### src/rtl/cpu_accel_pkg.sv
// Shared widths, payload types and helpers for the CPU accelerator endpoint.
// Optional error reporting is enabled with CPU_ACCEL_ENDPOINT_ERR_EN.
package cpu_accel_pkg;

    localparam int unsigned DATA_WIDTH      = 16;
    localparam int unsigned ID_WIDTH        = 4;
    localparam int unsigned ERR_COUNT_WIDTH = 8;

    typedef logic [DATA_WIDTH-1:0]      accel_word_t;
    typedef logic [ID_WIDTH-1:0]        accel_id_t;
    typedef logic [ERR_COUNT_WIDTH-1:0] err_count_t;

    // Saturating increment for the illegal-access counter
    function automatic err_count_t err_count_inc(input err_count_t value);
        if (value == '1) begin
            return value;
        end
        return value + ERR_COUNT_WIDTH'(1);
    endfunction

endpackage : cpu_accel_pkg

### src/rtl/cpu_accel_fifo.sv
// Synchronous first-word-fall-through FIFO. DEPTH must be a power of two >= 2;
// pointers wrap naturally modulo DEPTH. Push on full / pop on empty are dropped.
module cpu_accel_fifo #(
    parameter int unsigned WIDTH = 16,
    parameter int unsigned DEPTH = 4
) (
    input  logic                     clk,
    input  logic                     rst,
    input  logic                     i_push,
    input  logic [WIDTH-1:0]         i_push_data,
    input  logic                     i_pop,
    output logic                     o_full,
    output logic                     o_empty,
    output logic [$clog2(DEPTH):0]   o_count,
    output logic [WIDTH-1:0]         o_head
);

    localparam int unsigned AW = $clog2(DEPTH);
    localparam int unsigned CW = AW + 1;

    logic [WIDTH-1:0] r_mem [DEPTH];
    logic [AW-1:0]    r_wr_ptr;
    logic [AW-1:0]    r_rd_ptr;
    logic [CW-1:0]    r_count;

    logic w_push;
    logic w_pop;

    assign o_full  = (r_count == CW'(DEPTH));
    assign o_empty = (r_count == '0);
    assign o_count = r_count;
    assign o_head  = r_mem[r_rd_ptr];

    assign w_push = i_push && !o_full;
    assign w_pop  = i_pop && !o_empty;

    // Storage array; contents need no reset since the count qualifies the head
    always_ff @(posedge clk) begin
        if (w_push) begin
            r_mem[r_wr_ptr] <= i_push_data;
        end
    end

    // Pointer and occupancy tracking; simultaneous push+pop keeps the count
    always_ff @(posedge clk or posedge rst) begin
        if (rst) begin
            r_wr_ptr <= '0;
            r_rd_ptr <= '0;
            r_count  <= '0;
        end else begin
            if (w_push) begin
                r_wr_ptr <= r_wr_ptr + AW'(1);
            end
            if (w_pop) begin
                r_rd_ptr <= r_rd_ptr + AW'(1);
            end
            case ({w_push, w_pop})
                2'b10:   r_count <= r_count + CW'(1);
                2'b01:   r_count <= r_count - CW'(1);
                default: r_count <= r_count;
            endcase
        end
    end

endmodule : cpu_accel_fifo

### src/rtl/cpu_accel_endpoint.sv
// Accelerator-side responder for the CPU accelerator port. Decodes accel_id,
// queues CPU writes toward the core and core results back toward the CPU.
// A deselected instance drives zeros so instances can be OR-combined.
// Optional macro CPU_ACCEL_ENDPOINT_ERR_EN adds sticky err and a saturating
// err_count for illegal accesses made while selected.
module cpu_accel_endpoint #(
    parameter int unsigned DATA_WIDTH = cpu_accel_pkg::DATA_WIDTH,
    parameter int unsigned ID_WIDTH   = cpu_accel_pkg::ID_WIDTH,
    parameter int unsigned ACCEL_ID   = 0,
    parameter int unsigned CMD_DEPTH  = 4,
    parameter int unsigned RSP_DEPTH  = 4
) (
    input  logic                  clk,
    input  logic                  rst,
    input  logic [ID_WIDTH-1:0]   accel_id,
    output logic                  accel_can_read,
    output logic                  accel_can_write,
    input  logic                  accel_read_enable,
    output logic [DATA_WIDTH-1:0] accel_read_data,
    input  logic                  accel_write_enable,
    input  logic [DATA_WIDTH-1:0] accel_write_data,
    output logic                  cmd_valid,
    input  logic                  cmd_ready,
    output logic [DATA_WIDTH-1:0] cmd_data,
    input  logic                  rsp_valid,
    output logic                  rsp_ready,
    input  logic [DATA_WIDTH-1:0] rsp_data
`ifdef CPU_ACCEL_ENDPOINT_ERR_EN
    ,
    output logic                  err,
    output logic [7:0]            err_count
`endif
);

    import cpu_accel_pkg::*;

    localparam int unsigned CMD_CW = $clog2(CMD_DEPTH) + 1;
    localparam int unsigned RSP_CW = $clog2(RSP_DEPTH) + 1;

    logic                  w_sel;
    logic                  w_cmd_push;
    logic                  w_cmd_pop;
    logic                  w_cmd_full;
    logic                  w_cmd_empty;
    logic [CMD_CW-1:0]     w_cmd_count;
    logic [DATA_WIDTH-1:0] w_cmd_head;
    logic                  w_rsp_push;
    logic                  w_rsp_pop;
    logic                  w_rsp_full;
    logic                  w_rsp_empty;
    logic [RSP_CW-1:0]     w_rsp_count;
    logic [DATA_WIDTH-1:0] w_rsp_head;

    // Address decode: only the current-cycle id gates CPU-side handshakes
    assign w_sel = (accel_id == ID_WIDTH'(ACCEL_ID));

    // CPU-facing status and data, forced to zero when deselected
    always_comb begin
        accel_can_write = 1'b0;
        accel_can_read  = 1'b0;
        accel_read_data = '0;
        if (w_sel) begin
            accel_can_write = !w_cmd_full;
            accel_can_read  = !w_rsp_empty;
            if (!w_rsp_empty) begin
                accel_read_data = w_rsp_head;
            end
        end
    end

    // Core-facing handshake; cmd_data is held at zero while nothing is queued
    always_comb begin
        cmd_valid = !w_cmd_empty;
        cmd_data  = '0;
        rsp_ready = !w_rsp_full;
        if (!w_cmd_empty) begin
            cmd_data = w_cmd_head;
        end
    end

    assign w_cmd_push = accel_write_enable && accel_can_write;
    assign w_cmd_pop  = cmd_valid && cmd_ready;
    assign w_rsp_push = rsp_valid && rsp_ready;
    assign w_rsp_pop  = accel_read_enable && accel_can_read;

    cpu_accel_fifo #(
        .WIDTH (DATA_WIDTH),
        .DEPTH (CMD_DEPTH)
    ) u_cmd_fifo (
        .clk         (clk),
        .rst         (rst),
        .i_push      (w_cmd_push),
        .i_push_data (accel_write_data),
        .i_pop       (w_cmd_pop),
        .o_full      (w_cmd_full),
        .o_empty     (w_cmd_empty),
        .o_count     (w_cmd_count),
        .o_head      (w_cmd_head)
    );

    cpu_accel_fifo #(
        .WIDTH (DATA_WIDTH),
        .DEPTH (RSP_DEPTH)
    ) u_rsp_fifo (
        .clk         (clk),
        .rst         (rst),
        .i_push      (w_rsp_push),
        .i_push_data (rsp_data),
        .i_pop       (w_rsp_pop),
        .o_full      (w_rsp_full),
        .o_empty     (w_rsp_empty),
        .o_count     (w_rsp_count),
        .o_head      (w_rsp_head)
    );

    // Occupancy sanity: counts never exceed their depth
    always_ff @(posedge clk) begin
        if (!rst) begin
            assert (w_cmd_count <= CMD_CW'(CMD_DEPTH))
                else $error("cmd fifo count out of range");
            assert (w_rsp_count <= RSP_CW'(RSP_DEPTH))
                else $error("rsp fifo count out of range");
        end
    end

`ifdef CPU_ACCEL_ENDPOINT_ERR_EN
    logic       w_illegal;
    logic       r_err;
    err_count_t r_err_count;

    assign w_illegal = w_sel && ((accel_read_enable && w_rsp_empty) ||
                                 (accel_write_enable && w_cmd_full));

    // Sticky error flag and saturating count of illegal selected accesses
    always_ff @(posedge clk or posedge rst) begin
        if (rst) begin
            r_err       <= 1'b0;
            r_err_count <= '0;
        end else if (w_illegal) begin
            r_err       <= 1'b1;
            r_err_count <= err_count_inc(r_err_count);
        end
    end

    assign err       = r_err;
    assign err_count = r_err_count;
`endif

endmodule : cpu_accel_endpoint

### config.mk
export PLATFORM = sky130hd
export DESIGN_NAME = cpu_accel_endpoint
export DESIGN_NICKNAME = d
export VERILOG_FILES = /design/src/rtl/cpu_accel_pkg.sv /design/src/rtl/cpu_accel_fifo.sv /design/src/rtl/cpu_accel_endpoint.sv
export SDC_FILE = /design/constraint.sdc
export NUM_CORES = 1
export LEC_CHECK = 0
export BUFFER_PORTS_ARGS = -buffer_cell sky130_fd_sc_hd__buf_2
export CORE_MARGIN = 2
export CORE_UTILIZATION = 30
export DETAILED_ROUTE_END_ITERATION = 10
export PLACE_DENSITY = 0.5
export SYNTH_ARGS = -nofsm -noshare
export SYNTH_HDL_FRONTEND = slang
export SYNTH_SLANG_ARGS = --single-unit
### constraint.sdc
create_clock -name clk -period 5.4 [get_ports clk]
set_clock_uncertainty 0.2 [all_clocks]
set_input_delay 0.81 -clock clk [delete_from_list [all_inputs] [get_ports clk]]
set_output_delay 0.81 -clock clk [all_outputs]
set_load 0.03 [all_outputs]
==> results.json, run 1 <==
{
  "cts_tree": "done",
  "layout_setup_ws_ps": 1870,
  "tns_ps": 0,
  "maxSlewViolCount": 0,
  "cp-end-kind": "output pin",
  "ctsLongestPathBuffers": 2,
  "finalHoldViolCount": 0,
  "place_inst": 582,
  "critPathKind": "reg -> out",
  "grt_pass1_vias": 3141,
  "finalSetupViolCount": 0,
  "hpwl_mm": 6.81,
  "crit_path_max_fanout": 18,
  "period_needed_ps": 3530,
  "dp_slack_ps": 1710,
  "hold_ws_ps": 239,
  "ir_drop_uv": 241,
  "coreArea_um2": 18800,
  "clk_pin_slew_worst_paths_ps": 60,
  "wire_per_inst_um": 17.9,
  "avgSynthCellArea_um2": 20.3,
  "routed_wl_mm": 11.0,
  "clock_latency_ps": 410,
  "power_density_nw_per_um2": 512,
  "postCtsSetupBuffers": 0,
  "cp_slowest_cell": "dfrtp_1",
  "drt_iter0_markers": 124,
  "relSlewSlack_pct": 25.2,
  "final_common_cell": "edfxtp_1",
  "ios": 78,
  "clock.fmax_mhz": 283,
  "fp.dieArea_um2": 20400,
  "place.gp.congestion": 0.663,
  "ys_warn_count": 0,
  "io_buffers": 77,
  "reg2reg_from": "u_cmd_fifo.o_count[0]",
  "synth-seq-cells": 142,
  "crit_buf_inv": 1,
  "grt_antenna_before_repair": 2,
  "crit_required_ps": 4390,
  "crit_arrival_ps": 2520,
  "num_rows": 50,
  "dr.pass1.iters": 4,
  "worstMarginPinSlew_ps": 1110,
  "grt_pass1_wl_mm": 17.2,
  "r2r_slack_ps": 2830,
  "path_cells": "mux4_1, and3_1, buf_2",
  "syn_nets": 339,
  "cap_violations": 0,
  "crit_family": "flip-flops",
  "grt_setup_unrepaired": "no",
  "grt_max_degree": 22,
  "diodes": 0,
  "nNetsFinal": 421,
  "cts_made_buffers": 17,
  "root_buffer": "clkbuf_16",
  "syn_area_um2": 5770,
  "layout_common_cells": "edfxtp_1, buf_2, mux4_2",
  "start_kind": "flop",
  "synth_cell_types": 30,
  "vias_per_cell": 4.56,
  "drc": 0,
  "drive_above_1_share_pct": 36.1,
  "cellLeakagePower_nw": 2.58,
  "vias": 2802,
  "ctsResizeCount": 0,
  "ff2ff_path_depth": 6,
  "die_y_um": 143,
  "yosysSeqAreaShare_pct": 72.6,
  "status": "completed",
  "die_w_um": 143,
  "ant_nets": 0,
  "cts_hold_buf": 0,
  "synth_cells": 285,
  "r2r_end": "u_cmd_fifo.o_count[1]",
  "final_cell_count_no_fill": 614,
  "cts_sinks": 142,
  "crit_path_max_incr_delay_ps": 1080,
  "overflow": 0,
  "htree_levels": 4,
  "start_util_pct": 30.8,
  "grt_usage_pct": 11.6,
  "hold_class": "in -> async",
  "timing.final.crit_share_pct": 65.4,
  "area_growth_syn_to_layout_pct": 19.9
}
## logic make-up (layout without fill, tap and decap cells)
| family | count (synthesis) | count (layout) | synth area share, % |
|---|---|---|---|
| compound gates | 2 | 2 | 0.347 |
| mux | 36 | 36 | 13.8 |
| simple gates | 52 | 52 | 5.81 |
| fa+ha+maj | 12 | 12 | 2.86 |
| flops | 142 | 142 | 72.6 |
| buf+inv | 29 | 124 | 2.71 |
| xor+xnor | 12 | 12 | 1.82 |
## layer usage
metal  track usage, %  vias to the layer above  wire (um)
li1                 -                     1288          -
met1             13.7                     1418       4780
met2             19.5                       79       5410
met3             4.43                       13        703
met4             3.91                        4         91
met5                0                        -         25
## worst reg2reg max path, stage by stage (launching register included)
cell and delay (ps):
dfrtp_1 420, or3_1 680, and2_1 320, ha_1 230
inv_1 80, fa_1 400, mux2i_1 150
## power by group
| group | switching, mW | internal [mW] | total, mW |
|---|---|---|---|
| logic | 0.477 | 0.424 | 0.902 |
| clock network | 0.451 | 0.638 | 1.09 |
| registers | 0.184 | 1.37 | 1.55 |
## per-stage QoR
stage          util (%)  cell area (um^2)  power [mW]
2_1_floorplan         -              5770        2.26
3_3_place_gp       33.9              6360        2.48
3_5_place_dp       33.9              6360        2.51
4_1_cts            36.9              6920        3.61
5_1_grt            36.9              6920        3.74
6_report           36.9              6920        3.54
## registers in the layout, indices dropped and copies added (netlist names)
| signal | cells |
|---|---|
| u_cmd_fifo.r_mem | 64 |
| u_rsp_fifo.r_mem | 64 |
| u_cmd_fifo.o_count | 3 |
| u_rsp_fifo.o_count | 3 |
| u_cmd_fifo.r_rd_ptr | 2 |
| u_cmd_fifo.r_wr_ptr | 2 |
| u_rsp_fifo.r_rd_ptr | 2 |
| u_rsp_fifo.r_wr_ptr | 2 |
## worst max path at each step
stage                      startpoint  cells past startpoint                       to  slack, ps
4_1_cts        u_rsp_fifo.r_rd_ptr[0]                      3       accel_read_data[0]       1750
3_5_place_dp              accel_id[1]                      4  u_cmd_fifo.r_mem[0][15]       1710
5_1_grt        u_rsp_fifo.r_rd_ptr[0]                      3       accel_read_data[4]       1680
6_report       u_rsp_fifo.r_rd_ptr[0]                      3       accel_read_data[0]       1870
2_1_floorplan             accel_id[1]                      4      accel_read_data[10]       2570
3_3_place_gp              accel_id[1]                      4  u_cmd_fifo.r_mem[0][15]       1770
## final cells by class
class / count / area, um^2
Clock buffer: 17 / 425
Clock inverter: 15 / 138
Fill cell: 1757 / 11800
Inverter: 15 / 56.3
Multi-Input combinational cell: 114 / 1430
Sequential cell: 142 / 4190
Tap cell: 234 / 293
Timing Repair Buffer: 77 / 385
## cell usage after synthesis
library cell  instances  area share [%]
edfxtp_1            128              67
mux4_2               24             9.4
and2_1               21             2.3
and3_1               20             2.2
inv_1                15            0.98
dfrtp_1              14             6.1
ha_1                 10             2.2
mux4_1                8             3.6
xnor2_1               7             1.1
buf_2                 6            0.52
xor2_1                5            0.76
buf_6                 3            0.59
clkbuf_1              3            0.20
fa_1                  2            0.69
mux2i_1               2            0.35
nor2_1                2            0.13
or3_1                 2            0.22
and2_4                1            0.15
and3_4                1            0.20
buf_12                1            0.35
clkbuf_2              1           0.087
mux2_1                1            0.20
mux2_4                1            0.26
nand2_1               1           0.065
nand3_1               1           0.087
nand4_1               1            0.11
nor4_2                1            0.22
o311a_2               1            0.20
o31a_1                1            0.15
or3b_4                1            0.20
Power figures use the tool's default switching activity.
==> run 2, diff against run 1 <==
--- a/config.mk
+++ b/config.mk
@@ -5,6 +5,7 @@
 export SDC_FILE = /design/constraint.sdc
 export NUM_CORES = 1
 export LEC_CHECK = 0
+export ABC_AREA = 1
 export BUFFER_PORTS_ARGS = -buffer_cell sky130_fd_sc_hd__buf_2
 export CORE_MARGIN = 2
 export CORE_UTILIZATION = 30
==> constraint.sdc (replaced) <==
create_clock -name clk -period 3.65 [get_ports clk]
set_clock_uncertainty 0.2 [all_clocks]
set_input_delay 0.5475 -clock clk [delete_from_list [all_inputs] [get_ports clk]]
set_output_delay 0.5475 -clock clk [all_outputs]
set_load 0.03 [all_outputs]
==> run 2 against run 1 <==
  * Via count grew 39%
  * Cell count rose by 45%
  * Highest routed layer unchanged
  * Register-to-register slack worse by 1300 ps
  * Cell area increased by 6.2%
  * Worst hold slack lost 240 ps
  * Combinational power increased by 100%
  * Critical endpoint is now cmd_data[3]
  * The flow now finishes with violations (hold timing)
  * Sequential share of layout area decreased by 3.5 points
==> results.json, run 2 <==
{
  "timing.final.crit_share_pct": 80.9,
  "clk_pin_slew_worst_paths_ps": 60,
  "synth_common_cells": "nand2_1, edfxtp_1, nor2_1",
  "final_common_cell": "nand2_1",
  "power_density_nw_per_um2": 797,
  "synth-seq-cells": 142,
  "layout_common_cells": "nand2_1, edfxtp_1, buf_2",
  "finalHoldViolCount": 10,
  "grt_usage_pct": 12.6,
  "drive_above_1_share_pct": 22.7,
  "place.gp.congestion": 0.707,
  "synth_top_cell_by_area": "edfxtp_1",
  "yosysMostFrequentCell": "nand2_1",
  "critPathKind": "reg -> out",
  "nNetsFinal": 662,
  "syn_area_um2": 6070,
  "synth_edf_count": 128,
  "avgSynthCellArea_um2": 11.6,
  "start_util_pct": 30.3,
  "cts_tree": "done",
  "crit_path_max_fanout": 19,
  "htree_levels": 4,
  "drt_iter0_markers": 228,
  "cp-startpoint": "u_cmd_fifo.r_rd_ptr[0]",
  "overflow": 0,
  "top_regs": "u_cmd_fifo.r_mem x64, u_rsp_fifo.r_mem x64",
  "diodes": 0,
  "num_rows": 52,
  "crit_arrival_ps": 2200,
  "ir_drop_uv": 402,
  "ys_warn_count": 0,
  "grt_max_degree": 35,
  "crit_path_max_incr_delay_ps": 810,
  "grt_setup_unrepaired": "no",
  "worstMarginPinSlew_ps": 733,
  "grt_pass1_wl_mm": 20.9,
  "ctsResizeCount": 0,
  "cap_violations": 0,
  "area_growth_syn_to_layout_pct": 21.2,
  "postCtsSetupBuffers": 0,
  "period_needed_ps": 2950,
  "vias": 3894,
  "async_flop_share_pct": 9.86,
  "vias_per_cell": 4.38,
  "crit_path_frequent_cell": "nor2_1",
  "ctsLongestPathBuffers": 2,
  "finalSetupViolCount": 0,
  "synth_cell_types": 27,
  "synth_top_area_share_pct": 63.3,
  "hold_ws_ps": -2.54,
  "cp_slowest_cell": "dfrtp_1",
  "maxSlewViolCount": 0,
  "syn_nets": 578,
  "regArea_um2": 4190,
  "multi_input_area_um2": 1570,
  "cts_made_buffers": 17,
  "ios": 78,
  "cts_hold_buf": 0,
  "start_kind": "flop",
  "tns_ps": 0,
  "grt_pass1_vias": 4104,
  "dr.pass1.iters": 4,
  "die_y_um": 146,
  "coreArea_um2": 20000,
  "fill_cells": 2011,
  "hpwl_mm": 7.87,
  "path_cells": "buf_4, nor2_1, nor2_1, o21ai_1, a21oi_1, buf_2",
  "grt_antenna_before_repair": 1,
  "die_w_um": 146,
  "status": "complete, but fails checks",
  "ys_top_cells_by_area": "edfxtp_1, nand2_1, dfrtp_1",
  "yosysSeqAreaShare_pct": 69.1,
  "relSlewSlack_pct": 51.2,
  "clock_latency_ps": 410,
  "crit_required_ps": 2900,
  "routed_wl_mm": 12.7,
  "drc": 0,
  "clock.fmax_mhz": 339,
  "wire_per_inst_um": 14.2,
  "cts_sinks": 142,
  "io_buffers": 77,
  "cp-end-kind": "output pin",
  "synth-main-ff-cell": "edfxtp_1",
  "fp.dieArea_um2": 21400,
  "root_buffer": "clkbuf_16",
  "synth_cells": 524,
  "hold_class": "in -> async",
  "reg2reg_from": "u_cmd_fifo.o_count[1]",
  "total_power_mw": 5.86,
  "violations": "hold timing",
  "ant_nets": 0,
  "cellLeakagePower_nw": 3.00
}
## run 2: layer usage
metal,part of all wire [%],vias to the layer above,global-route usage (%)
met5,0.055,-,0
met4,0.50,2,3.79
met3,5.4,7,3.84
met2,50,90,21.9
met1,44,1875,15.0
li1,-,1920,-
## run 2: worst paths after layout
path                                           end  depth (start not counted)  slack, ps
min in group clk           u_rsp_fifo.r_mem[1][13]                          1        140
setup reg to reg             u_cmd_fifo.o_count[2]                          9       1490
setup / recovery                       cmd_data[3]                          6        700
max in group asynchronous   u_cmd_fifo.r_rd_ptr[0]                          2       2860
hold / removal               u_rsp_fifo.o_count[1]                          2         -3
hold reg to reg              u_rsp_fifo.o_count[0]                          1        290
## run 2: report_power, final
group	internal (mW)	leakage, nW	switching [mW]
registers	2.01	1.33	0.148
logic	0.520	1.35	1.28
clock network	1.22	0.320	0.678
total	3.76	3.00	2.10
## run 2: critical path: cells and delay by family, from the launching register on
kind                   cells  cell delay (ps)
AO/OA/AOI/OAI              2              260
AND/OR/NAND/NOR            2              140
buffers and inverters      2              570
flip-flops                 1              810
## run 2: cell families (layout without fill, tap and decap cells)
family,count (synthesis),count (layout),share of synthesized area (%)
buf+inv,57,153,5.03
compound gates,68,68,6.20
fa+ha+maj,12,12,2.72
simple gates,238,238,15.9
flops,142,142,69.1
xor+xnor,7,7,1.01
## run 2: final cells by class
cell class / count / share of cell area (%)
Multi-Input combinational cell: 325 / 21.4
Clock buffer: 17 / 5.79
Clock inverter: 14 / 3.11
Sequential cell: 142 / 57.0
Timing Repair Buffer: 87 / 6.26
Tap cell: 270 / 4.59
Inverter: 35 / 1.85
## run 2: metrics by stage
step                      hold slack [ps]  util [%]  area [um^2]  setup WS [ps]  cells
after floorplan                       237         -         6070           1360    524
after CTS                            4.45      36.7         7350            672    890
after detailed placement              280      33.4         6700           1120    859
after global routing                 44.6      36.7         7350            514    890
final                               -2.54      36.7         7350            699    890
after global placement                262      33.4         6700           1160    859
==> run 3, diff against run 2 <==
--- a/config.mk
+++ b/config.mk
@@ -5,7 +5,7 @@
 export SDC_FILE = /design/constraint.sdc
 export NUM_CORES = 1
 export LEC_CHECK = 0
-export ABC_AREA = 1
+export ABC_AREA = 0
 export BUFFER_PORTS_ARGS = -buffer_cell sky130_fd_sc_hd__buf_2
 export CORE_MARGIN = 2
 export CORE_UTILIZATION = 30
==> constraint.sdc (replaced) <==
create_clock -name clk -period 3 [get_ports clk]
set_clock_uncertainty 0.2 [all_clocks]
set_input_delay 0.45 -clock clk [delete_from_list [all_inputs] [get_ports clk]]
set_output_delay 0.45 -clock clk [all_outputs]
set_load 0.03 [all_outputs]
==> run 3 against run 2 <==
  * The flow now finishes without violations
  * Critical endpoint is now accel_read_data[4]
  * Clock power rose by 15%
  * Setup slack got worse by 390 ps
  * Cell count fell by 29%
  * Sequential cell count did not move
  * Worst hold slack improved by 48 ps
  * Via count fell by 27%
  * Sequential power rose by 20%
==> results.json, run 3 (synthesis gave the netlist of run 1 again) <==
{
  "status": "completed",
  "drc": 0,
  "maxSlewViolCount": 0,
  "cts_sinks": 142,
  "period_needed_ps": 2690,
  "io_buffers": 77,
  "vias_per_cell": 4.53,
  "crit_path_max_fanout": 18,
  "tns_ps": 0,
  "ctsLongestPathBuffers": 2,
  "start_util_pct": 30.8,
  "start_kind": "flop",
  "final_common_cell": "edfxtp_1",
  "num_rows": 50,
  "critPathKind": "reg -> out",
  "cts_hold_buf": 1,
  "area_growth_syn_to_layout_pct": 23.4,
  "overflow": 0,
  "layout_common_cells": "edfxtp_1, buf_2, mux4_2",
  "grt_pass1_wl_mm": 17.6,
  "hold_ws_ps": 45.8,
  "path_cells": "buf_4, mux4_1, and3_1, buf_2",
  "nNetsFinal": 438,
  "crit_arrival_ps": 2040,
  "grt_antenna_before_repair": 1,
  "cellLeakagePower_nw": 2.70,
  "drive_above_1_share_pct": 38.4,
  "cap_violations": 0,
  "ir_drop_uv": 503,
  "grt_usage_pct": 12.0,
  "clock.fmax_mhz": 372,
  "finalHoldViolCount": 0,
  "ios": 78,
  "root_buffer": "clkbuf_16",
  "ant_nets": 0,
  "dpl_cell_area_um2": 6490,
  "htree_levels": 4,
  "coreArea_um2": 18800,
  "cp_slowest_cell": "mux4_1",
  "r2r_slack_ps": 590,
  "grt_pass1_vias": 3153,
  "routed_wl_mm": 11.4,
  "grt_max_degree": 20,
  "place.gp.congestion": 0.655,
  "total_power_mw": 6.71,
  "dr.pass1.iters": 4,
  "ctsResizeCount": 0,
  "drt_iter0_markers": 101,
  "crit_required_ps": 2350,
  "cts_made_buffers": 17,
  "clk_pin_slew_worst_paths_ps": 60,
  "finalSetupViolCount": 0,
  "fp.dieArea_um2": 20400,
  "crit_path_max_incr_delay_ps": 600,
  "postCtsSetupBuffers": 0,
  "top_regs": "u_cmd_fifo.r_mem x64, u_rsp_fifo.r_mem x64",
  "grt_setup_unrepaired": "no",
  "final_util_pct": 37.9,
  "wire_per_inst_um": 18.0,
  "hpwl_mm": 7.08,
  "relSlewSlack_pct": 59.9,
  "cts_tree": "done",
  "hold_class": "in -> reg",
  "worstMarginPinSlew_ps": 601,
  "timing.final.crit_share_pct": 89.7,
  "die_w_um": 143,
  "clock_latency_ps": 410,
  "design_area_um2": 7120,
  "power_density_nw_per_um2": 942,
  "cp-end-kind": "output pin",
  "vias": 2857,
  "die_y_um": 143
}
## run 3: where the power goes
part           switching [mW]  total, mW  leakage [nW]  internal [mW]
Clock                   0.797       2.19         0.295           1.39
Sequential              0.135       2.60          1.33           2.46
Combinational            1.08       1.93          1.08          0.845
Total                    2.01       6.71          2.70           4.70
## run 3: worst max-delay path, delay by kind of cell, from the launching register on
kind	cells	cell delay, ps
buffers and inverters	2	500
AND/OR/NAND/NOR	1	200
flip-flops	1	320
multiplexers	1	600
## run 3: worst paths after layout
path | startpoint | to | depth (start not counted)
setup / recovery | u_rsp_fifo.r_rd_ptr[0] | accel_read_data[4] | 4
min in group asynchronous | rst | u_rsp_fifo.r_wr_ptr[0] | 3
hold reg to reg | u_rsp_fifo.o_count[2] | u_rsp_fifo.o_count[2] | 1
setup reg to reg | u_rsp_fifo.o_count[0] | u_rsp_fifo.o_count[2] | 9
max in group asynchronous | rst | u_rsp_fifo.r_rd_ptr[0] | 3
hold / removal | rsp_data[9] | u_rsp_fifo.r_mem[3][9] | 1
## run 3: layout make-up
type | count | area, um^2
clock buffers | 17 | 425
inverters | 15 | 56.3
flip-flops and latches | 142 | 4190
fillers | 1739 | 11600
diodes | 1 | 2.50
repair buffers | 94 | 528
clock inverters | 14 | 191
multi-input cells | 114 | 1430
well taps | 234 | 293
## run 3: per-layer routing
metal | vias to the layer above | global-route usage, % | routed length [um]
li1 | 1323 | - | -
met1 | 1451 | 14.4 | 5030
met2 | 70 | 20.2 | 5600
met3 | 11 | 4.36 | 616
met4 | 2 | 4.17 | 122
met5 | - | 0 | 7
## run 3: metrics by stage
step / setup slack [ps] / instances
global route: 178 / 630
floorplan: 643 / 285
detailed placement: 409 / 598
CTS: 254 / 630
finish: 308 / 631
global placement: 469 / 598
